`src/rtl/edg_zbt_writer.sv`:
```
// edg_zbt_writer: captures the processed pixel-pair stream of one video frame
// and writes it, one 36-bit pair per word, into ZBT SRAM starting at BASE_ADDR.
//
// States: IDLE -> ARM (start) -> CAPTURE (frame origin) -> DONE (last word).
// Build option: define EDG_WR_CONT_EN for continuous capture. DONE then
// re-arms, the address reloads to BASE_ADDR and busy stays high.
//
// Handshake: none. zbt_we is a one-cycle strobe per word, and zbt_addr and
// zbt_data are valid in that same cycle. There is no back-pressure, so the
// SRAM must accept one write every cycle that zbt_we is high.
//
// dbg_state exposes the FSM state so that external checkers can bind to it.

module edg_zbt_writer #(
   parameter int          H_ACTIVE  = 640,
   parameter int          V_ACTIVE  = 480,
   parameter int          PIPE_DLY  = 4,
   parameter logic [18:0] BASE_ADDR = 19'd0
) (
   input  logic        clk,
   input  logic        reset,
   input  logic [10:0] hcount,
   input  logic [9:0]  vcount,
   input  logic [35:0] two_proc_pixs,
   input  logic        start,
   output logic [18:0] zbt_addr,
   output logic        zbt_we,
   output logic [35:0] zbt_data,
   output logic        busy,
   output logic        frame_done,
   output logic [1:0]  dbg_state
);

   typedef enum logic [1:0] {
      IDLE    = 2'd0,
      ARM     = 2'd1,
      CAPTURE = 2'd2,
      DONE    = 2'd3
   } state_t;

   // The processed pair lags the raw counters by PIPE_DLY cycles. The capture
   // window is therefore shifted right by that amount.
   localparam logic [11:0] H_LO      = 12'(PIPE_DLY);
   localparam logic [11:0] H_HI      = 12'(PIPE_DLY + H_ACTIVE);
   localparam logic [10:0] V_LIM     = 11'(V_ACTIVE);
   localparam logic [18:0] LAST_WORD = 19'((V_ACTIVE * H_ACTIVE) / 2 - 1);

   state_t      state_q, state_d;
   logic        we_q, we_d;
   logic [18:0] addr_q, addr_d;
   logic [18:0] wr_ptr_q, wr_ptr_d;   // address that the next write will use
   logic [18:0] word_cnt_q, word_cnt_d;
   logic [35:0] data_q, data_d;
   logic        busy_q, busy_d;
   logic        done_q, done_d;

   logic        qual;
   logic        last_word;

   // Qualify a word in CAPTURE when the counters fall inside the delayed
   // active window and hcount is even. The even hcount marks a complete pair.
   always_comb begin
      qual = (state_q == CAPTURE)
             && ({1'b0, vcount} < V_LIM)
             && ({1'b0, hcount} >= H_LO)
             && ({1'b0, hcount} <  H_HI)
             && !hcount[0];
      last_word = qual && (word_cnt_q == LAST_WORD);
   end

   // Next-state logic for the FSM.
   always_comb begin
      state_d = state_q;
      case (state_q)
         IDLE:    if (start) state_d = ARM;
         ARM:     if ((hcount == 11'd0) && (vcount == 10'd0)) state_d = CAPTURE;
         CAPTURE: if (last_word) state_d = DONE;
         DONE: begin
`ifdef EDG_WR_CONT_EN
            state_d = ARM;
`else
            state_d = IDLE;
`endif
         end
         default: state_d = IDLE;
      endcase
   end

   // Next values for the datapath and the registered outputs.
   always_comb begin
      we_d       = qual;
      addr_d     = addr_q;
      wr_ptr_d   = wr_ptr_q;
      word_cnt_d = word_cnt_q;
      data_d     = data_q;

      if (qual) begin
         // The write appears one cycle later, carrying the pair unmodified.
         data_d     = two_proc_pixs;
         addr_d     = wr_ptr_q;
         wr_ptr_d   = wr_ptr_q + 19'd1;   // 19-bit wrap is intentional
         word_cnt_d = word_cnt_q + 19'd1;
      end else if (state_q != CAPTURE) begin
         // Outside capture the write pointer and the word count are rewound,
         // so the next frame always begins at BASE_ADDR.
         wr_ptr_d   = BASE_ADDR;
         word_cnt_d = 19'd0;
      end

`ifdef EDG_WR_CONT_EN
      // The trailing write is presented during DONE. After it, the visible
      // address returns to the frame base for the next frame.
      if (state_q == DONE) addr_d = BASE_ADDR;
      busy_d = (state_d == ARM) || (state_d == CAPTURE) || (state_d == DONE);
`else
      busy_d = (state_d == ARM) || (state_d == CAPTURE);
`endif
      done_d = (state_d == DONE);
   end

   // State and output registers, with synchronous reset that may be applied
   // mid-frame. Reset discards any partial frame without raising frame_done.
   always_ff @(posedge clk) begin
      if (reset) begin
         state_q    <= IDLE;
         we_q       <= 1'b0;
         addr_q     <= BASE_ADDR;
         wr_ptr_q   <= BASE_ADDR;
         word_cnt_q <= 19'd0;
         data_q     <= 36'd0;
         busy_q     <= 1'b0;
         done_q     <= 1'b0;
      end else begin
         state_q    <= state_d;
         we_q       <= we_d;
         addr_q     <= addr_d;
         wr_ptr_q   <= wr_ptr_d;
         word_cnt_q <= word_cnt_d;
         data_q     <= data_d;
         busy_q     <= busy_d;
         done_q     <= done_d;
      end
   end

   assign zbt_addr   = addr_q;
   assign zbt_we     = we_q;
   assign zbt_data   = data_q;
   assign busy       = busy_q;
   assign frame_done = done_q;
   assign dbg_state  = state_q;

endmodule

```
`config.mk`:
```
export PLATFORM = sky130hd
export DESIGN_NAME = edg_zbt_writer
export DESIGN_NICKNAME = d
export VERILOG_FILES = /design/src/rtl/edg_zbt_writer.sv
export SDC_FILE = /design/constraint.sdc
export NUM_CORES = 1
export LEC_CHECK = 0
export ABC_AREA = 1
export CORE_MARGIN = 1
export CORE_UTILIZATION = 52
export CTS_CLUSTER_DIAMETER = 120
export DETAILED_ROUTE_END_ITERATION = 7
export PLACE_DENSITY = 0.95
export SYNTH_ARGS = -nofsm -noshare
export SYNTH_HDL_FRONTEND = slang
export SYNTH_SLANG_ARGS = --single-unit
```
`constraint.sdc`:
```
create_clock -name clk -period 2.9 [get_ports clk]
set_input_delay 0.29 -clock clk [delete_from_list [all_inputs] [get_ports clk]]
set_output_delay 0.29 -clock clk [all_outputs]
set_load 0.02 [all_outputs]
```
==> metrics.md <==
| Metric | Value |
|---|---|
| Nets | `846` |
| Residual DRC | `0` |
| TritonCTS buffer count | `9` |
| Grt ovf | `0` |
| Antenna violations before repair | `0` |
| Count of final hold-check violations | `0` |
| Reg area | `1960 um2` |
| DR iter-0 viols | `349` |
| Die H | `95.1 um` |
| Pwr Density | `409 nW/um2` |
| Worst path max stage delay | `0.44 ns` |
| Number of setup buffers added after CTS | `0` |
| Avg Inst Size Synth | `6.65 um2` |
| Final Power | `2.44 mW` |
| Leak | `2.04 nW` |
| Detail Placement HPWL | `8350 um` |
| Post-Route WL | `12300 um` |
| CP Cell Sequence | `ha_1 -> nand2_1 -> nor2_1 -> nand2_1 -> nor3_1 -> nand3_1 -> nand3_1 -> ha_1 -> inv_1 -> nor2_1` |
| Slowest CP cell | `dfxtp_1` |
| Mapped Cells | `678` |
| Slew margin rel. | `62.1%` |
| Fin area | `5970 um2` |
| First-pass GRT wire length | `20100 um` |
| # diodes | `0` |
| Async set-reset flop share out of synthesis | `0%` |
| Worst-skew pair later-pin latency | `0.38 ns` |
| Yosys warns | `0` |
| Clock slew at reported path FFs | `0.10 ns` |
| VDD IR max | `0.320 mV` |
| Status | `completed` |
| Placement Cell Area | `5750 um2` |
| Num ports | `120` |
| Routed via count | `4876` |
| Largest net degree at the start of global routing | `61` |
| Routability Congestion | `0.897` |
| Max-slew violations | `0` |
| Die area | `9040 um2` |
| Syn Nets | `741` |
| Switching Share | `24.1%` |
| Crit share post-route | `71.4%` |
| Vias in the first global route | `4459` |
| Int Power | `1.85 mW` |
| Vias per std cell | `5.46` |
| Overall Global Routing Usage | `28.0%` |
| Synth Flop Type | `dfxtp_1` |
| Critical path startpoint category | `register` |
| Crit Path Max Fanout | `6` |
| Post-synthesis sequential area ratio | `43.5%` |
| Setup TNS | `0 ns` |
| CTS tree | `done` |
| Clk buf depth | `2` |
| Combinational power share | `5.5%` |
| Hold-fix buffers, CTS | `0` |
| Area grow syn2layout | `32.5%` |
| Critical Path AT | `2.33 ns` |
| Area occupied by multi-input gates | `2220 um2` |
| Crit path time final | `2.07 ns` |
| Post-synth EDFFs | `0` |
| Number of distinct library cells after synthesis | `22` |
| Switch Pwr | `588 uW` |
| Layout cells sized above 1 | `3.55%` |
| H-tree lvl count | `3` |
| Part of the power in registers | `55.3%` |
| Row count | `33` |
| Least-Margin Pin Slew | `0.569 ns` |
| Router iterations before antenna repair | `6` |
| Largest delay contributor family on the critical path | `simple AND/OR/NAND/NOR gates` |
| Unrepaired setup endpoints after global routing | `false` |
| Initial Utilization | `54.3%` |
| Clk network pwr share | `39.2%` |
| Critical path type | `register to register` |
| CTS root buf | `clkbuf_8` |
| WP buf/inv | `1` |
| # resized after CTS | `0` |
| Drt wl/cell | `13.8 um` |
| IO Port Bufs | `119` |
| Fmax | `483 MHz` |
| Post-Syn Area | `4510 um2` |
| CP required | `3.16 ns` |
| Clk_skew | `0.0177 ns` |
| Die extent in x | `95.1 um` |
| Filler Cell Count | `611` |
| TritonCTS Sinks | `98` |
| DRT antenna net count | `0` |
| Hold Crit Class | `input port to register` |
| Core Region | `8300 um2` |
| Critical path endpoint category | `register` |
| Max-cap violation count | `0` |
| Final setup fails | `0` |
| Seq cells post-synth | `98` |
==> per-stage QoR <==
step	hold slack (ns)	utilization, %	std cells	setup WS, ns
after floorplan	0.433	-	678	1.26
after global placement	0.452	69.3	877	0.773
after detailed placement	0.456	69.3	877	0.666
after CTS	0.251	71.9	893	0.862
after global routing	0.275	71.9	893	0.665
final	0.260	71.9	893	0.831
==> cells in the mapped netlist, types with 5 or more instances <==
library cell  number  area [um2]
nand4_1            5        31.3
buf_2             12        60.1
dfxtp_1           98        1960
inv_1             49         184
o21ai_0           17        85.1
nand2_1          226         848
nand3_1           62         310
clkbuf_1          16        60.1
xnor2_1            6        52.6
nor2_1            75         282
a21oi_1           86         430
xor2_1             5        43.8
==> final timing paths <==
| check | startpoint | endpoint | slack [ns] | depth (start not counted) |
|---|---|---|---|---|
| max | word_cnt_q[0] | busy | 0.83 | 10 |
| min | reset | word_cnt_q[12] | 0.26 | 2 |
| max reg2reg | word_cnt_q[0] | busy | 0.83 | 10 |
| min reg2reg | zbt_data[8] | zbt_data[8] | 0.47 | 2 |
==> power groups by stage <==
stage / Clock [mW] / Combinational [mW] / Sequential, mW
floorplan: 0 / 0.0342 / 1.38
global placement: 0 / 0.130 / 1.38
detailed placement: 0 / 0.133 / 1.38
CTS: 0.971 / 0.134 / 1.35
global route: 1.03 / 0.145 / 1.35
finish: 0.956 / 0.134 / 1.35
==> per-layer routing <==
layer / up-vias / share of wire, % / GRT usage [%]
met5: - / 0 / 0
met4: 0 / 2.9 / 13.1
met3: 35 / 7.3 / 6.30
met2: 199 / 50 / 46.7
met1: 2266 / 40 / 34.1
li1: 2376 / - / -
==> cells by family after synthesis <==
family          after synthesis  share of synthesized area, %
buf+inv                      82                          7.33
compound gates              105                          11.8
xor+xnor                     11                          2.14
simple gates                379                          34.4
fa+ha+maj                     3                         0.833
flops                        98                          43.5
==> area by class of cell <==
class                   count  share of cell area, %
clock buffers               9                   2.08
multi-input cells         498                   37.2
inverters                  50                   3.14
clock inverters             7                   1.57
repair buffers            126                   21.0
flip-flops and latches     98                   32.9
well taps                 105                   2.20
==> sequential cells by signal, summed over array words and instances (netlist names) <==
register,flops
zbt_data,36
word_cnt_q,19
wr_ptr_q,19
zbt_addr,19
dbg_state,2
busy,1
frame_done,1
zbt_we,1
==> cells in the final DEF (no fill, tap or decap), drive strengths merged <==
cell type and n:
nor3 4, nand2 226, buf 8, clkinvlp 1
nor2 77, nand3 63, o21bai 2, inv 53
nand3b 4, bufinv 1, dfxtp 98, o21ai 17
nand4 5, xnor2 6, xor2 5, clkinv 2
ha 3, clkbuf 9, a21oi 86, clkdlybuf4s50 118
Power figures use the tool's default switching activity.
